==> src/rtl/multicycle_control_unit_if.sv <==
// Bus between the multicycle MIPS controller and its datapath.
//   master: controller side (drives enables/selects/status, receives decode fields and flags)
//   slave : datapath side (mirror image)
// Signals:
//   opcode, funct    IR[31:26], IR[5:0]
//   alu_zero         ALU zero flag
//   mem_ready        memory completes the current access this cycle
//   pc_write .. alu_op  datapath enables and mux selects
//   retire           one-cycle pulse when an instruction completes
//   instr_count      retired-instruction count (wraps)
//   trap             illegal instruction seen (held until reset)
//   state            current controller state (debug)
interface multicycle_control_unit_if #(
    parameter int unsigned STATE_W = 4,
    parameter int unsigned COUNT_W = 32
);
    logic [5:0]         opcode;
    logic [5:0]         funct;
    logic               alu_zero;
    logic               mem_ready;
    logic               pc_write;
    logic               pc_write_cond;
    logic               pc_source;
    logic               i_or_d;
    logic               mem_read;
    logic               mem_write;
    logic               ir_write;
    logic               mem_to_reg;
    logic               reg_dst;
    logic               reg_write;
    logic [1:0]         alu_src_a;
    logic [1:0]         alu_src_b;
    logic [2:0]         alu_op;
    logic               retire;
    logic [COUNT_W-1:0] instr_count;
    logic               trap;
    logic [STATE_W-1:0] state;

    modport master (
        input  opcode, funct, alu_zero, mem_ready,
        output pc_write, pc_write_cond, pc_source, i_or_d, mem_read, mem_write, ir_write,
               mem_to_reg, reg_dst, reg_write, alu_src_a, alu_src_b, alu_op, retire,
               instr_count, trap, state
    );

    modport slave (
        output opcode, funct, alu_zero, mem_ready,
        input  pc_write, pc_write_cond, pc_source, i_or_d, mem_read, mem_write, ir_write,
               mem_to_reg, reg_dst, reg_write, alu_src_a, alu_src_b, alu_op, retire,
               instr_count, trap, state
    );
endinterface

==> src/rtl/multicycle_control_unit.sv <==
// Multicycle MIPS controller: sequences fetch/decode/execute over a shared memory port,
// decodes add/sub/and/or/slt/sll/lw/sw/beq, waits on mem_ready, counts retired
// instructions and parks in a trap state on an illegal instruction.
// Ports:
//   clock  system clock; state and counter update on the falling edge
//   clear  asynchronous active-low reset; forces every output to 0 while low
//   bus    controller side of multicycle_control_unit_if
module multicycle_control_unit #(
    parameter int unsigned STATE_W = 4,
    parameter int unsigned COUNT_W = 32
) (
    input logic                       clock,
    input logic                       clear,
    multicycle_control_unit_if.master bus
);
    localparam logic [5:0] OpRtype = 6'h00;
    localparam logic [5:0] OpBeq   = 6'h04;
    localparam logic [5:0] OpLw    = 6'h23;
    localparam logic [5:0] OpSw    = 6'h2b;

    localparam logic [2:0] AluAnd = 3'b000;
    localparam logic [2:0] AluOr  = 3'b001;
    localparam logic [2:0] AluAdd = 3'b010;
    localparam logic [2:0] AluSll = 3'b011;
    localparam logic [2:0] AluSub = 3'b110;
    localparam logic [2:0] AluSlt = 3'b111;

    typedef enum logic [3:0] {
        StFetch    = 4'd0,
        StDecode   = 4'd1,
        StMemAddr  = 4'd2,
        StMemRead  = 4'd3,
        StMemWb    = 4'd4,
        StMemWrite = 4'd5,
        StExecute  = 4'd6,
        StAluWb    = 4'd7,
        StBranch   = 4'd8,
        StTrap     = 4'd9
    } state_e;

    state_e             state_q, state_d;
    logic [COUNT_W-1:0] count_q, count_d;
    logic               retire;

    // The branch decision is made in the datapath (pc_write_cond & alu_zero).
    logic unused_alu_zero;
    assign unused_alu_zero = bus.alu_zero;

    function automatic logic legal_funct(input logic [5:0] f);
        return (f == 6'h00) || (f == 6'h20) || (f == 6'h22) ||
               (f == 6'h24) || (f == 6'h25) || (f == 6'h2a);
    endfunction

    function automatic logic [2:0] funct_alu_op(input logic [5:0] f);
        logic [2:0] op;
        op = AluAnd;
        unique case (f)
            6'h20:   op = AluAdd;
            6'h22:   op = AluSub;
            6'h24:   op = AluAnd;
            6'h25:   op = AluOr;
            6'h2a:   op = AluSlt;
            6'h00:   op = AluSll;
            default: op = AluAnd;
        endcase
        return op;
    endfunction

    always_comb begin
        state_d           = state_q;
        retire            = 1'b0;
        bus.pc_write      = 1'b0;
        bus.pc_write_cond = 1'b0;
        bus.pc_source     = 1'b0;
        bus.i_or_d        = 1'b0;
        bus.mem_read      = 1'b0;
        bus.mem_write     = 1'b0;
        bus.ir_write      = 1'b0;
        bus.mem_to_reg    = 1'b0;
        bus.reg_dst       = 1'b0;
        bus.reg_write     = 1'b0;
        bus.alu_src_a     = 2'd0;
        bus.alu_src_b     = 2'd0;
        bus.alu_op        = AluAnd;
        bus.trap          = 1'b0;

        unique case (state_q)
            StFetch: begin
                // PC + 4 computed every fetch cycle, committed only with the IR load.
                bus.mem_read  = 1'b1;
                bus.alu_src_b = 2'd1;
                bus.alu_op    = AluAdd;
                if (bus.mem_ready) begin
                    bus.ir_write = 1'b1;
                    bus.pc_write = 1'b1;
                    state_d      = StDecode;
                end
            end
            StDecode: begin
                // Speculative branch target into ALUOut.
                bus.alu_src_b = 2'd3;
                bus.alu_op    = AluAdd;
                if (bus.opcode == OpLw || bus.opcode == OpSw) begin
                    state_d = StMemAddr;
                end else if (bus.opcode == OpBeq) begin
                    state_d = StBranch;
                end else if (bus.opcode == OpRtype && legal_funct(bus.funct)) begin
                    state_d = StExecute;
                end else begin
                    state_d = StTrap;
                end
            end
            StMemAddr: begin
                bus.alu_src_a = 2'd1;
                bus.alu_src_b = 2'd2;
                bus.alu_op    = AluAdd;
                if (bus.opcode == OpLw) begin
                    state_d = StMemRead;
                end else if (bus.opcode == OpSw) begin
                    state_d = StMemWrite;
                end else begin
                    // IR changed under us; refuse to guess.
                    state_d = StTrap;
                end
            end
            StMemRead: begin
                bus.mem_read = 1'b1;
                bus.i_or_d   = 1'b1;
                if (bus.mem_ready) begin
                    state_d = StMemWb;
                end
            end
            StMemWb: begin
                bus.reg_write  = 1'b1;
                bus.mem_to_reg = 1'b1;
                retire         = 1'b1;
                state_d        = StFetch;
            end
            StMemWrite: begin
                bus.mem_write = 1'b1;
                bus.i_or_d    = 1'b1;
                if (bus.mem_ready) begin
                    retire  = 1'b1;
                    state_d = StFetch;
                end
            end
            StExecute: begin
                bus.alu_op    = funct_alu_op(bus.funct);
                bus.alu_src_a = (bus.funct == 6'h00) ? 2'd2 : 2'd1;
                bus.alu_src_b = 2'd0;
                state_d       = StAluWb;
            end
            StAluWb: begin
                bus.reg_write = 1'b1;
                bus.reg_dst   = 1'b1;
                retire        = 1'b1;
                state_d       = StFetch;
            end
            StBranch: begin
                bus.alu_src_a     = 2'd1;
                bus.alu_src_b     = 2'd0;
                bus.alu_op        = AluSub;
                bus.pc_write_cond = 1'b1;
                bus.pc_source     = 1'b1;
                retire            = 1'b1;
                state_d           = StFetch;
            end
            StTrap: begin
                bus.trap = 1'b1;
            end
            default: begin
                state_d = StFetch;
            end
        endcase

        // Reset silences the datapath, including the fetch read request.
        if (!clear) begin
            retire            = 1'b0;
            bus.pc_write      = 1'b0;
            bus.pc_write_cond = 1'b0;
            bus.pc_source     = 1'b0;
            bus.i_or_d        = 1'b0;
            bus.mem_read      = 1'b0;
            bus.mem_write     = 1'b0;
            bus.ir_write      = 1'b0;
            bus.mem_to_reg    = 1'b0;
            bus.reg_dst       = 1'b0;
            bus.reg_write     = 1'b0;
            bus.alu_src_a     = 2'd0;
            bus.alu_src_b     = 2'd0;
            bus.alu_op        = AluAnd;
            bus.trap          = 1'b0;
        end

        bus.retire      = retire;
        count_d         = count_q + COUNT_W'(retire);
        bus.instr_count = count_q;
        bus.state       = STATE_W'(state_q);
    end

    always_ff @(negedge clock or negedge clear) begin
        if (!clear) begin
            state_q <= StFetch;
            count_q <= '0;
        end else begin
            state_q <= state_d;
            count_q <= count_d;
        end
    end
endmodule

==> src/flat_wrapper.sv <==
// flat-port wrapper written by rule: the top's interface ports become plain ports
module multicycle_control_unit_flat 
#(
    parameter int unsigned STATE_W = 4,
    parameter int unsigned COUNT_W = 32
)
  (clock, clear, bus_opcode, bus_funct, bus_alu_zero, bus_mem_ready, bus_pc_write, bus_pc_write_cond, bus_pc_source, bus_i_or_d, bus_mem_read, bus_mem_write, bus_ir_write, bus_mem_to_reg, bus_reg_dst, bus_reg_write, bus_alu_src_a, bus_alu_src_b, bus_alu_op, bus_retire, bus_instr_count, bus_trap, bus_state);
  multicycle_control_unit_if #(.STATE_W(STATE_W), .COUNT_W(COUNT_W)) bus_i ();
  input logic clock;
  input logic clear;
  input wire logic [$bits(bus_i.opcode)-1:0] bus_opcode;
  input wire logic [$bits(bus_i.funct)-1:0] bus_funct;
  input wire logic [$bits(bus_i.alu_zero)-1:0] bus_alu_zero;
  input wire logic [$bits(bus_i.mem_ready)-1:0] bus_mem_ready;
  output wire logic [$bits(bus_i.pc_write)-1:0] bus_pc_write;
  output wire logic [$bits(bus_i.pc_write_cond)-1:0] bus_pc_write_cond;
  output wire logic [$bits(bus_i.pc_source)-1:0] bus_pc_source;
  output wire logic [$bits(bus_i.i_or_d)-1:0] bus_i_or_d;
  output wire logic [$bits(bus_i.mem_read)-1:0] bus_mem_read;
  output wire logic [$bits(bus_i.mem_write)-1:0] bus_mem_write;
  output wire logic [$bits(bus_i.ir_write)-1:0] bus_ir_write;
  output wire logic [$bits(bus_i.mem_to_reg)-1:0] bus_mem_to_reg;
  output wire logic [$bits(bus_i.reg_dst)-1:0] bus_reg_dst;
  output wire logic [$bits(bus_i.reg_write)-1:0] bus_reg_write;
  output wire logic [$bits(bus_i.alu_src_a)-1:0] bus_alu_src_a;
  output wire logic [$bits(bus_i.alu_src_b)-1:0] bus_alu_src_b;
  output wire logic [$bits(bus_i.alu_op)-1:0] bus_alu_op;
  output wire logic [$bits(bus_i.retire)-1:0] bus_retire;
  output wire logic [$bits(bus_i.instr_count)-1:0] bus_instr_count;
  output wire logic [$bits(bus_i.trap)-1:0] bus_trap;
  output wire logic [$bits(bus_i.state)-1:0] bus_state;
  assign bus_i.opcode = bus_opcode;
  assign bus_i.funct = bus_funct;
  assign bus_i.alu_zero = bus_alu_zero;
  assign bus_i.mem_ready = bus_mem_ready;
  assign bus_pc_write = bus_i.pc_write;
  assign bus_pc_write_cond = bus_i.pc_write_cond;
  assign bus_pc_source = bus_i.pc_source;
  assign bus_i_or_d = bus_i.i_or_d;
  assign bus_mem_read = bus_i.mem_read;
  assign bus_mem_write = bus_i.mem_write;
  assign bus_ir_write = bus_i.ir_write;
  assign bus_mem_to_reg = bus_i.mem_to_reg;
  assign bus_reg_dst = bus_i.reg_dst;
  assign bus_reg_write = bus_i.reg_write;
  assign bus_alu_src_a = bus_i.alu_src_a;
  assign bus_alu_src_b = bus_i.alu_src_b;
  assign bus_alu_op = bus_i.alu_op;
  assign bus_retire = bus_i.retire;
  assign bus_instr_count = bus_i.instr_count;
  assign bus_trap = bus_i.trap;
  assign bus_state = bus_i.state;
  multicycle_control_unit #(.STATE_W(STATE_W), .COUNT_W(COUNT_W)) u_core (.clock(clock), .clear(clear), .bus(bus_i));
endmodule
==> config.mk <==
export PLATFORM = sky130hd
export DESIGN_NAME = multicycle_control_unit_flat
export DESIGN_NICKNAME = d
export VERILOG_FILES = /design/src/rtl/multicycle_control_unit_if.sv /design/src/rtl/multicycle_control_unit.sv /design/src/flat_wrapper.sv
export SDC_FILE = /design/constraint.sdc
export NUM_CORES = 1
export LEC_CHECK = 0
export BUFFER_PORTS_ARGS = -buffer_cell sky130_fd_sc_hd__buf_2
export CAP_MARGIN = 25
export CORE_ASPECT_RATIO = 0.5
export CORE_MARGIN = 3
export CORE_UTILIZATION = 40
export CTS_CLUSTER_DIAMETER = 30
export DETAILED_ROUTE_END_ITERATION = 8
export MAX_ROUTING_LAYER = met4
export PLACE_DENSITY = 0.65
export REMOVE_ABC_BUFFERS = 1
export SLEW_MARGIN = 20
export SYNTH_ARGS = -nofsm -noshare
export SYNTH_HDL_FRONTEND = slang
export SYNTH_SLANG_ARGS = --single-unit
export TNS_END_PERCENT = 10
==> constraint.sdc <==
create_clock -name clock -period 6.7 [get_ports clock]
set_input_delay 0 -clock clock [delete_from_list [all_inputs] [get_ports clock]]
set_output_delay 0 -clock clock [all_outputs]
set_load 0.05 [all_outputs]
Word level (Yosys, flattened, before mapping) --
Cells that the tools add are included.
Storage, ports and cells: input bits 16, output and inout bits 55, register bits 36, word-level logic and storage cells 79
Operators by class: mux-type cells 38, bitwise operators 1, equality and inequality tests 20, add/subtract/negate cells 1, reductions and logical operators 17
Operator list (count):
- 6-bit equality test, second input constant | 7
- 32-bit by 1-bit adder with 32-bit output | 1
- 4-bit 2-to-1 mux | 8
- 4-bit one-hot mux with 7 select lines | 1
- 1-bit 2-to-1 mux | 20
- 4-bit by 3-bit equality test with 1-bit output, second input constant | 4
- 3-bit one-hot mux with 5 select lines | 1
- 6-bit logical NOT | 2
- 3-bit one-hot mux with 3 select lines | 1
- 4-bit by 2-bit equality test with 1-bit output, second input constant | 2
- 4-bit equality test, second input constant | 2
- 2-bit OR reduction | 4
- 6-bit by 3-bit equality test with 1-bit output, second input constant | 1
- 1-bit logical OR | 6
- 2-bit 2-to-1 mux | 3
- 2-bit != test, second input constant | 3
- 2-bit one-hot mux with 3 select lines | 1
- 3-bit OR reduction | 2
- 4-bit by 1-bit equality test with 1-bit output, second input constant | 1
- 4-bit logical NOT | 1
- 2-bit one-hot mux with 2 select lines | 1
- 4-bit AND reduction | 1
- 3-bit 2-to-1 mux | 1
- 1-bit one-hot mux with 2 select lines | 1
- 2 further kinds | 2

Longest topological paths before layout --
Gate-level depths: netlist of run 1.
word-level depth 11, gate-level depth with buffers 11, gate-level depth less buffers 10

==> qor.json, run 1 <==
{
  "worst_path_max_delay_cell": "sky130_fd_sc_hd__dfrtn_1",
  "leakage_nw": 1.403,
  "dieWidth_um": 111.0,
  "crit_path_cell_trace": "nor2b_1 -> nand2_1 -> a2111oi_0 -> buf_2",
  "min_path_type": "in -> out",
  "clock_tree.htree_level_count": 2,
  "path_buf_inv": 1,
  "detail_routed_net_length_per_standard_cell_um": 13.29,
  "total_power_mw": 0.3888,
  "finalSetupViolations": 0,
  "critical_path_rt_ns": 6.70,
  "grt_setup_unrepaired": "no",
  "areaGrowthSynthToFinish_pct": 20.84,
  "cts.path.max_buffers": 2,
  "synth_cells": 227,
  "hold-worst-slack_ns": 0.3885,
  "layout.area.seq_um2": 900.9,
  "largest_net_degree_at_the_start_of_global_routing": 45,
  "synth.yosys.seq_area_share_pct": 40.89,
  "route.detailed.drc": 0,
  "asyncSetResetFlopFracSynth_pct": 100.0,
  "power_report.internal_total_mw": 0.2979,
  "drt-initial-drc-count": 100,
  "post-dp-hpwl_um": 3623,
  "clkTransAtPathRegs_ns": 0.05,
  "fillCellCount": 478,
  "edff_count_synth": 0,
  "clock-sinks": 36,
  "timing.reg2reg.setup_slack_ns": 3.77,
  "cts_hold_repair.buffers": 0,
  "critical_path.top_delay_family": "flip-flops",
  "max_slew.worst_pin.slew_ns": 0.6223,
  "floorplan.io_pins": 71,
  "p_clk_share_pct": 38.2,
  "vias": 1905,
  "antenna_found_initial": 0,
  "num-nets-final": 311,
  "final_max_slew_viol_count": 0,
  "worst_setup_path_end_kind": "primary output",
  "floorplan.rows": 18,
  "p_seq_share_pct": 56.3,
  "max_stage_delay_ns": 0.80,
  "insertedDiodeCount": 0,
  "sw_frac_of_total_pct": 23.39,
  "die-height_um": 58.48,
  "setup-tns-final_ns": 0,
  "postSynthRegisterBits": 36,
  "post_synth.cell_area_avg_um2": 9.706,
  "grt_remaining_overflow": 0,
  "total_length_of_routed_wires_um": 4837,
  "power_per_cell_area_nw_per_um2": 146.0,
  "final-hold-violation-count": 0,
  "detailedRoute.firstPassIterationCount": 5,
  "comb_power_share_pct": 5.5,
  "final_antenna_net_count": 0,
  "synth-main-ff-cell": "sky130_fd_sc_hd__dfrtn_1",
  "grt.total_usage_pct": 15.35,
  "post_cts_buffers": 0,
  "weighted_congestion_reported_at_the_end_of_routability_driven_placement": 0.7775,
  "critical_path_class": "reg -> out",
  "cts_root_buf": "sky130_fd_sc_hd__clkbuf_8",
  "slew-limit-headroom_pct": 58.51,
  "post_cts_resize_count": 0,
  "worst-path-max-fanout": 21,
  "drive_gt1_share_pct": 31.63,
  "via_count_of_the_first_global_routing_pass": 1722,
  "worst_ir_drop_vdd_mv": 0.08235,
  "final.setup_skew_ns": 0.005275,
  "warnings_from_yosys": 0,
  "cts_inserted_buffers": 5,
  "drv_cap": 0,
  "placeableCoreArea_um2": 5112,
  "clkLatencyLatePin_ns": 0.29,
  "status": "finished clean",
  "tritoncts": "yes",
  "cp.arrival_ns": 5.61,
  "synthDistinctLibCells": 53,
  "grt_first_pass_wirelength_um": 8031,
  "port_buffers": 69,
  "startpoint_type": "register",
  "vias_per_cell": 5.234,
  "multi_input_comb_area_um2": 1204,
  "initial_core_utilization_pct": 43.10,
  "design.die.area_um2": 6489,
  "synth_area_um2": 2203,
  "power_dissipated_by_switching_net_loads_mw": 0.09097
}
## logic make-up (layout without fill, tap and decap cells)
| group | count (synthesis) | in the layout | share of synthesized area, % |
|---|---|---|---|
| muxes | 1 | 1 | 0.5110 |
| AOI/OAI and AO/OA | 26 | 26 | 8.235 |
| buffers and inverters | 19 | 86 | 4.486 |
| DFF | 36 | 36 | 40.89 |
| adders and majority gates | 3 | 3 | 1.590 |
| xor gates and xnor gates | 33 | 33 | 13.12 |
| and+or+nand+nor | 109 | 109 | 31.18 |
## final timing paths
path | from | to | cells after the start
setup / recovery | u_core.bus.state[2] | bus_alu_op[0] | 4
hold / removal | bus_funct[4] | bus_alu_op[0] | 3
setup reg to reg | u_core.bus.state[2] | u_core.bus.instr_count[28] | 9
hold reg to reg | u_core.bus.instr_count[31] | u_core.bus.instr_count[31] | 1
max in group asynchronous | clear | u_core.bus.state[3] | 2
min in group asynchronous | clear | u_core.bus.instr_count[24] | 2
## cell type report
cell class / count / area share [%]
clock inverter: 3 / 0.7049
tap: 70 / 3.289
inverter: 8 / 1.128
timing repair buffer: 70 / 13.25
clock buffer: 5 / 2.585
sequential: 36 / 33.83
multi-input combinational: 172 / 45.21
## cell usage in the layout, fill, tap and decap left out, drive strengths merged, types with 2 or more instances in the layout
cell type	Yosys	routed
o21ai	5	5
and3	8	8
nand3	15	15
xor2	20	20
or2	2	2
nor4	3	3
a2111oi	2	2
inv	8	8
dfrtn	36	36
buf	10	70
clkinv	0	3
o21a	2	2
xnor2	13	13
and2	3	3
nor3b	3	3
nor2	20	20
and4	8	8
clkbuf	1	5
a21oi	6	6
nand2	14	14
nor2b	2	2
nand2b	4	4
nand4	5	5
nor3	16	16
ha	2	2
## synthesized netlist by cell type, types with 3 or more instances
cell | n | area share [%]
sky130_fd_sc_hd__nand2_1 | 14 | 2.4
sky130_fd_sc_hd__and2_1 | 3 | 0.85
sky130_fd_sc_hd__nor2_1 | 20 | 3.4
sky130_fd_sc_hd__nor3_1 | 15 | 3.4
sky130_fd_sc_hd__xnor2_1 | 13 | 5.2
sky130_fd_sc_hd__and4_1 | 7 | 2.8
sky130_fd_sc_hd__and3_1 | 4 | 1.1
sky130_fd_sc_hd__nor3b_1 | 3 | 1.0
sky130_fd_sc_hd__buf_2 | 4 | 0.91
sky130_fd_sc_hd__a21oi_1 | 6 | 1.4
sky130_fd_sc_hd__dfrtn_1 | 36 | 41
sky130_fd_sc_hd__o21ai_0 | 5 | 1.1
sky130_fd_sc_hd__xor2_1 | 20 | 8.0
sky130_fd_sc_hd__nand4_1 | 3 | 0.85
sky130_fd_sc_hd__nand2b_1 | 4 | 1.1
sky130_fd_sc_hd__and3_2 | 4 | 1.4
sky130_fd_sc_hd__inv_1 | 8 | 1.4
sky130_fd_sc_hd__nand3_1 | 13 | 3.0
## routing by layer
layer	vias up	wire length (µm)	GRT usage (%)
met4	0	0	3.158
met2	29	2438	25.69
met5	-	0	-
met1	928	2202	19.55
li1	948	-	-
met3	0	196	3.491
## worst min-delay path: cells and delay by family
| kind | cells | cell delay (ns) |
|---|---|---|
| buf+inv | 2 | 0.33 |
| compound gates | 1 | 0.06 |
## registers in the layout (all words and copies together), names as in the netlist
signal	flops
u_core.bus.instr_count	32
u_core.bus.state	4
## power by group through the flow
stage                     clock, mW  combinational, mW  sequential, mW
after CTS                     0.154             0.0216           0.219
after floorplan                   0            0.00668           0.224
after detailed placement          0             0.0216           0.223
after global placement            0             0.0209           0.223
after global routing          0.166             0.0243           0.219
final                         0.149             0.0213           0.219
## stage by stage
step / utilization [%] / instance area (µm²) / instances / worst slack, ns
floorplan: - / 2135 / 216 / -0.4776
global placement: 50.37 / 2575 / 356 / 1.399
detailed placement: 50.37 / 2575 / 356 / 1.338
CTS: 52.08 / 2663 / 364 / 1.075
global route: 52.08 / 2663 / 364 / 0.8915
finish: 52.08 / 2663 / 364 / 1.089
No activity file was read; power rests on OpenSTA's default activity.
==> run 2: changes to the inputs <==
PLACE_DENSITY = 0.68   (was 0.65)
clock period = 4.7 ns   (was 6.7 ns; I/O delays follow)
==> qor.json, run 2 (synthesized netlist as in run 1, its figures left out) <==
{
  "status": "finished clean",
  "dieWidth_um": 111.0,
  "final_cell_mix": "sky130_fd_sc_hd__buf_2, sky130_fd_sc_hd__dfrtn_1, sky130_fd_sc_hd__xor2_1, sky130_fd_sc_hd__nor2_1, sky130_fd_sc_hd__nor3_1",
  "post_dp_cell_area_um2": 2590,
  "leakage_nw": 1.413,
  "utilization_pct": 52.37,
  "cts_hold_repair.buffers": 0,
  "post-route-worst-setup-slack_ns": 0.3660,
  "highest_layer": "met4",
  "largest_register_ff_count": 32,
  "p_clk_share_pct": 38.6,
  "cts.path.max_buffers": 2,
  "cts_inserted_buffers": 5,
  "final-hold-violation-count": 0,
  "hold-worst-slack_ns": 0.3831,
  "tritoncts": "yes",
  "insertedDiodeCount": 0,
  "path_buf_inv": 1,
  "timing.reg2reg.setup_slack_ns": 1.89,
  "sw_frac_of_total_pct": 23.99,
  "max_stage_delay_ns": 0.64,
  "grt_first_pass_wirelength_um": 8652,
  "via_count_of_the_first_global_routing_pass": 1857,
  "design.die.area_um2": 6489,
  "worst_hold_path.num_cells": 3,
  "detail_routed_net_length_per_standard_cell_um": 13.78,
  "r2r-start": "u_core.bus.state[3]",
  "comb_power_share_pct": 5.5,
  "placeableCoreArea_um2": 5112,
  "grt.total_usage_pct": 16.53,
  "worst-path-max-fanout": 14,
  "worst_ir_drop_vdd_mv": 0.1027,
  "num-nets-final": 313,
  "grt_setup_unrepaired": "no",
  "p_seq_share_pct": 55.9,
  "slew-limit-headroom_pct": 65.63,
  "areaGrowthSynthToFinish_pct": 21.52,
  "clock_tree.htree_level_count": 2,
  "min_path_type": "in -> out",
  "finalSetupViolations": 0,
  "total_length_of_routed_wires_um": 5044,
  "drv_cap": 0,
  "startpoint_type": "register",
  "final_antenna_net_count": 0,
  "place_worst_setup_slack_ns": 0.3613,
  "route.detailed.drc": 0,
  "die-height_um": 58.48,
  "power_dissipated_by_switching_net_loads_mw": 0.1340,
  "met1Wirelength_um": 2377,
  "total_power_mw": 0.5587,
  "critical_path_class": "reg -> out",
  "drive_gt1_share_pct": 32.09,
  "hp-start": "bus_funct[4]",
  "worst_hold_path.endpoint": "bus_alu_op[0]",
  "layout_commonest_cell": "sky130_fd_sc_hd__buf_2",
  "vias_per_cell": 5.260,
  "regToRegEndpoint": "u_core.bus.instr_count[10]",
  "cts_root_buf": "sky130_fd_sc_hd__clkbuf_8",
  "non_filler_cell_area_final_um2": 2678,
  "worst_setup_path_end_kind": "primary output",
  "post-dp-hpwl_um": 3804,
  "power_per_cell_area_nw_per_um2": 208.6,
  "floorplan.io_pins": 71,
  "post_cts_resize_count": 0,
  "critical_path_rt_ns": 4.70,
  "largest_net_degree_at_the_start_of_global_routing": 45,
  "clkLatencyLatePin_ns": 0.29,
  "met2RoutedLength_um": 2380,
  "drt-initial-drc-count": 61,
  "worst-r2r-cell-count": 10,
  "final.setup_skew_ns": 0.005195,
  "final_max_slew_viol_count": 0,
  "floorplan.rows": 18,
  "antenna_found_initial": 0,
  "max_slew.worst_pin.slew_ns": 0.5155,
  "initial_core_utilization_pct": 43.10,
  "clkTransAtPathRegs_ns": 0.05,
  "vias": 1925,
  "critical_path.top_delay_family": "flip-flops",
  "detailedRoute.firstPassIterationCount": 4,
  "crit_path_cell_trace": "nand2b_1 -> or2_2 -> nor3b_1 -> o21a_1 -> buf_2",
  "clock-sinks": 36,
  "port_buffers": 69,
  "power_report.internal_total_mw": 0.4246,
  "cp.arrival_ns": 4.33,
  "met3WireLength_um": 245,
  "post_cts_buffers": 0,
  "worst_path_max_delay_cell": "sky130_fd_sc_hd__dfrtn_1",
  "grt_remaining_overflow": 0,
  "weighted_congestion_reported_at_the_end_of_routability_driven_placement": 0.8036
}
## run 2: cell type report
| cell class | instances | area (µm²) |
|---|---|---|
| multi-input combinational | 172 | 1204 |
| sequential | 36 | 900.9 |
| fill | 493 | 2435 |
| timing repair buffer | 72 | 367.9 |
| tap | 70 | 87.58 |
| clock inverter | 3 | 18.77 |
| clock buffer | 5 | 68.82 |
| inverter | 8 | 30.03 |
## run 2: per-stage QoR
step / TNS (ns) / instances
after global placement: 0 / 358
final: 0 / 366
after global routing: 0 / 366
after detailed placement: 0 / 358
after CTS: 0 / 366
after floorplan: -3.164 / 216
## run 2: worst register-to-register path, cell delays in order (launching register included)
cell and delay [ns]:
sky130_fd_sc_hd__dfrtn_1 0.70, sky130_fd_sc_hd__xnor2_1 0.19, sky130_fd_sc_hd__a2bb2oi_1 0.20, sky130_fd_sc_hd__o32ai_1 0.10
sky130_fd_sc_hd__and2_1 0.20, sky130_fd_sc_hd__ha_1 0.22, sky130_fd_sc_hd__ha_1 0.21, sky130_fd_sc_hd__and3_1 0.27
sky130_fd_sc_hd__and2_1 0.20, sky130_fd_sc_hd__and3_2 0.22, sky130_fd_sc_hd__xor2_1 0.14
## run 2: power by group through the flow
stage	Clock, mW	Combinational, mW	Sequential [mW]
5_1_grt	0.240	0.0346	0.312
3_5_place_dp	0	0.0309	0.318
2_1_floorplan	0	0.00952	0.319
3_3_place_gp	0	0.0303	0.318
6_report	0.216	0.0309	0.312
4_1_cts	0.223	0.0310	0.312
## run 2: worst max-delay path by stage
stage | start | to | slack (ns) | cells after the start
2_1_floorplan | u_core.bus.state[2] | bus_alu_op[0] | -1.48 | 3
3_3_place_gp | bus_mem_ready | u_core.bus.instr_count[10] | 0.42 | 10
3_5_place_dp | bus_mem_ready | u_core.bus.instr_count[10] | 0.36 | 10
4_1_cts | u_core.bus.state[1] | bus_alu_op[1] | 0.35 | 5
5_1_grt | u_core.bus.state[3] | bus_alu_op[0] | 0.19 | 4
6_report | u_core.bus.state[1] | bus_alu_op[1] | 0.37 | 5
## run 2: metal layers
layer  vias to the layer above  GRT usage, %
met4                         0         3.684
li1                        949             -
met3                         4         3.696
met5                         -             -
met2                        39         27.59
met1                       933         21.03
==> run 3: changes to the inputs <==
--- a/config.mk
+++ b/config.mk
@@ -9,3 +9,3 @@
 export CAP_MARGIN = 25
-export CORE_ASPECT_RATIO = 0.5
+export CORE_ASPECT_RATIO = 1.75
 export CORE_MARGIN = 3
@@ -15,3 +15,3 @@
 export MAX_ROUTING_LAYER = met4
-export PLACE_DENSITY = 0.68
+export PLACE_DENSITY = 0.65
 export REMOVE_ABC_BUFFERS = 1
==> constraint.sdc (replaced) <==
create_clock -name clock -period 5.3 [get_ports clock]
set_input_delay 0.53 -clock clock [delete_from_list [all_inputs] [get_ports clock]]
set_output_delay 0.53 -clock clock [all_outputs]
set_load 0.05 [all_outputs]
==> qor.json, run 3 (synthesized netlist as in run 1, its figures left out) <==
{
  "finalSetupViolations": 0,
  "weighted_congestion_reported_at_the_end_of_routability_driven_placement": 0.8443,
  "detailedRoute.firstPassIterationCount": 4,
  "grt_first_pass_wirelength_um": 8811,
  "areaGrowthSynthToFinish_pct": 22.94,
  "non_filler_cell_area_final_um2": 2709,
  "leakage_nw": 1.427,
  "cts.path.max_buffers": 2,
  "placeableCoreArea_um2": 5299,
  "final.setup_skew_ns": 0.006458,
  "power_per_cell_area_nw_per_um2": 182.6,
  "drv_cap": 0,
  "worst_ir_drop_vdd_mv": 0.09526,
  "slew-limit-headroom_pct": 64.85,
  "total_length_of_routed_wires_um": 5255,
  "cts_root_buf": "sky130_fd_sc_hd__clkbuf_8",
  "clock-sinks": 36,
  "final-hold-violation-count": 0,
  "cts_hold_repair.buffers": 0,
  "largest_register_ff_count": 32,
  "floorplan.io_pins": 71,
  "detail_routed_net_length_per_standard_cell_um": 14.09,
  "vias_per_cell": 5.276,
  "status": "finished clean",
  "fillCellCount": 544,
  "route.detailed.drc": 0,
  "post-dp-hpwl_um": 4062,
  "floorplan.rows": 35,
  "clkTransAtPathRegs_ns": 0.05,
  "drt-initial-drc-count": 58,
  "worst_path_max_delay_cell": "sky130_fd_sc_hd__dfrtn_1",
  "post_dp_cell_area_um2": 2618,
  "tritoncts": "yes",
  "worst_hold_path.num_cells": 1,
  "layout_commonest_cell": "sky130_fd_sc_hd__buf_2",
  "clkLatencyLatePin_ns": 0.29,
  "grt.total_usage_pct": 17.34,
  "num-nets-final": 316,
  "initial_core_utilization_pct": 41.58,
  "antenna_found_initial": 0,
  "grt_setup_unrepaired": "no",
  "worst-r2r-cell-count": 10,
  "dieWidth_um": 62.11,
  "clock_tree.htree_level_count": 2,
  "final_cell_mix": "sky130_fd_sc_hd__buf_2, sky130_fd_sc_hd__dfrtn_1, sky130_fd_sc_hd__xor2_1, sky130_fd_sc_hd__nor2_1, sky130_fd_sc_hd__nor3_1",
  "design.die.area_um2": 6470,
  "via_count_of_the_first_global_routing_pass": 1906,
  "die-height_um": 104.2,
  "crit_path_cell_trace": "nor2b_1 -> nand2_1 -> a2111oi_1 -> clkbuf_4",
  "final_max_slew_viol_count": 0,
  "port_buffers": 69,
  "insertedDiodeCount": 0,
  "cp.arrival_ns": 4.61,
  "min_path_type": "reg -> reg",
  "critical_path.top_delay_family": "flip-flops",
  "worst_setup_path_end_kind": "primary output",
  "worst-path-stages": 4,
  "critical_path_class": "reg -> out",
  "utilization_pct": 51.12,
  "largest_net_degree_at_the_start_of_global_routing": 45,
  "path_buf_inv": 1,
  "critical_path_rt_ns": 4.77,
  "startpoint_type": "register",
  "cts_inserted_buffers": 5,
  "grt_remaining_overflow": 0,
  "worst-path-max-fanout": 15,
  "max_stage_delay_ns": 0.53,
  "max_slew.worst_pin.slew_ns": 0.5273,
  "final_antenna_net_count": 0,
  "drive_gt1_share_pct": 32.78,
  "vias": 1968
}
## run 3: cell count changes in the layout (fill, tap and decap cells not counted)
cell,previous run,this run
sky130_fd_sc_hd__a2111oi_0,2,1
sky130_fd_sc_hd__a2111oi_1,0,1
sky130_fd_sc_hd__buf_2,69,68
sky130_fd_sc_hd__buf_4,3,6
sky130_fd_sc_hd__clkbuf_4,0,1
## run 3: final timing paths
| check | startpoint | end | slack, ns |
|---|---|---|---|
| worst max-delay path | u_core.bus.state[3] | bus_alu_op[0] | 0.16 |
| worst min-delay path | u_core.bus.instr_count[31] | u_core.bus.instr_count[31] | 0.43 |
| worst max register to register | u_core.bus.state[3] | u_core.bus.instr_count[10] | 2.54 |
| worst min register to register | u_core.bus.instr_count[31] | u_core.bus.instr_count[31] | 0.43 |
| max in group asynchronous | clear | u_core.bus.instr_count[15] | 2.04 |
| min in group asynchronous | clear | u_core.bus.instr_count[22] | 2.87 |
## run 3: report_power, final
part / internal, mW / total [mW] / switching [mW]
Sequential: 0.277 / 0.277 / 0.000211
Clock: 0.0915 / 0.191 / 0.0990
Combinational: 0.00852 / 0.0274 / 0.0189
## run 3: layer usage
metal / routed length, µm / global-route usage (%) / part of all wire, %
met4: 83 / 7.120 / 1.6
met1: 1912 / 16.43 / 36
met3: 298 / 3.676 / 5.7
met2: 2960 / 33.10 / 56
met5: 0 / - / 0
## run 3: metrics by stage
stage | hold WS, ns | cells | TNS [ns] | worst slack, ns | power, mW
after detailed placement | 0.4290 | 365 | 0 | 0.09520 | 0.3097
after global routing | 0.4510 | 373 | 0 | 0.02164 | 0.5207
after CTS | 0.4344 | 373 | 0 | 0.1168 | 0.5063
after floorplan | 0.6676 | 216 | -4.774 | -1.708 | 0.2916
final | 0.4290 | 373 | 0 | 0.1618 | 0.4947
after global placement | 0.4235 | 365 | 0 | 0.1745 | 0.3093
## run 3: what timing repair did
| item | CTS | global route |
|---|---|---|
| resized for setup | 0 | 2 |
| endpoints found under the setup margin | 0 | 1 |
| buffers inserted | 0 | 0 |
## run 3: layout make-up
type | instances | area, µm² | area share, %
clock inverter | 3 | 18.77 | 0.6928
tap | 74 | 92.59 | 3.418
clock buffer | 5 | 68.82 | 2.540
sequential | 36 | 900.9 | 33.26
timing repair buffer | 75 | 392.9 | 14.50
inverter | 8 | 30.03 | 1.109
multi-input combinational | 172 | 1205 | 44.48
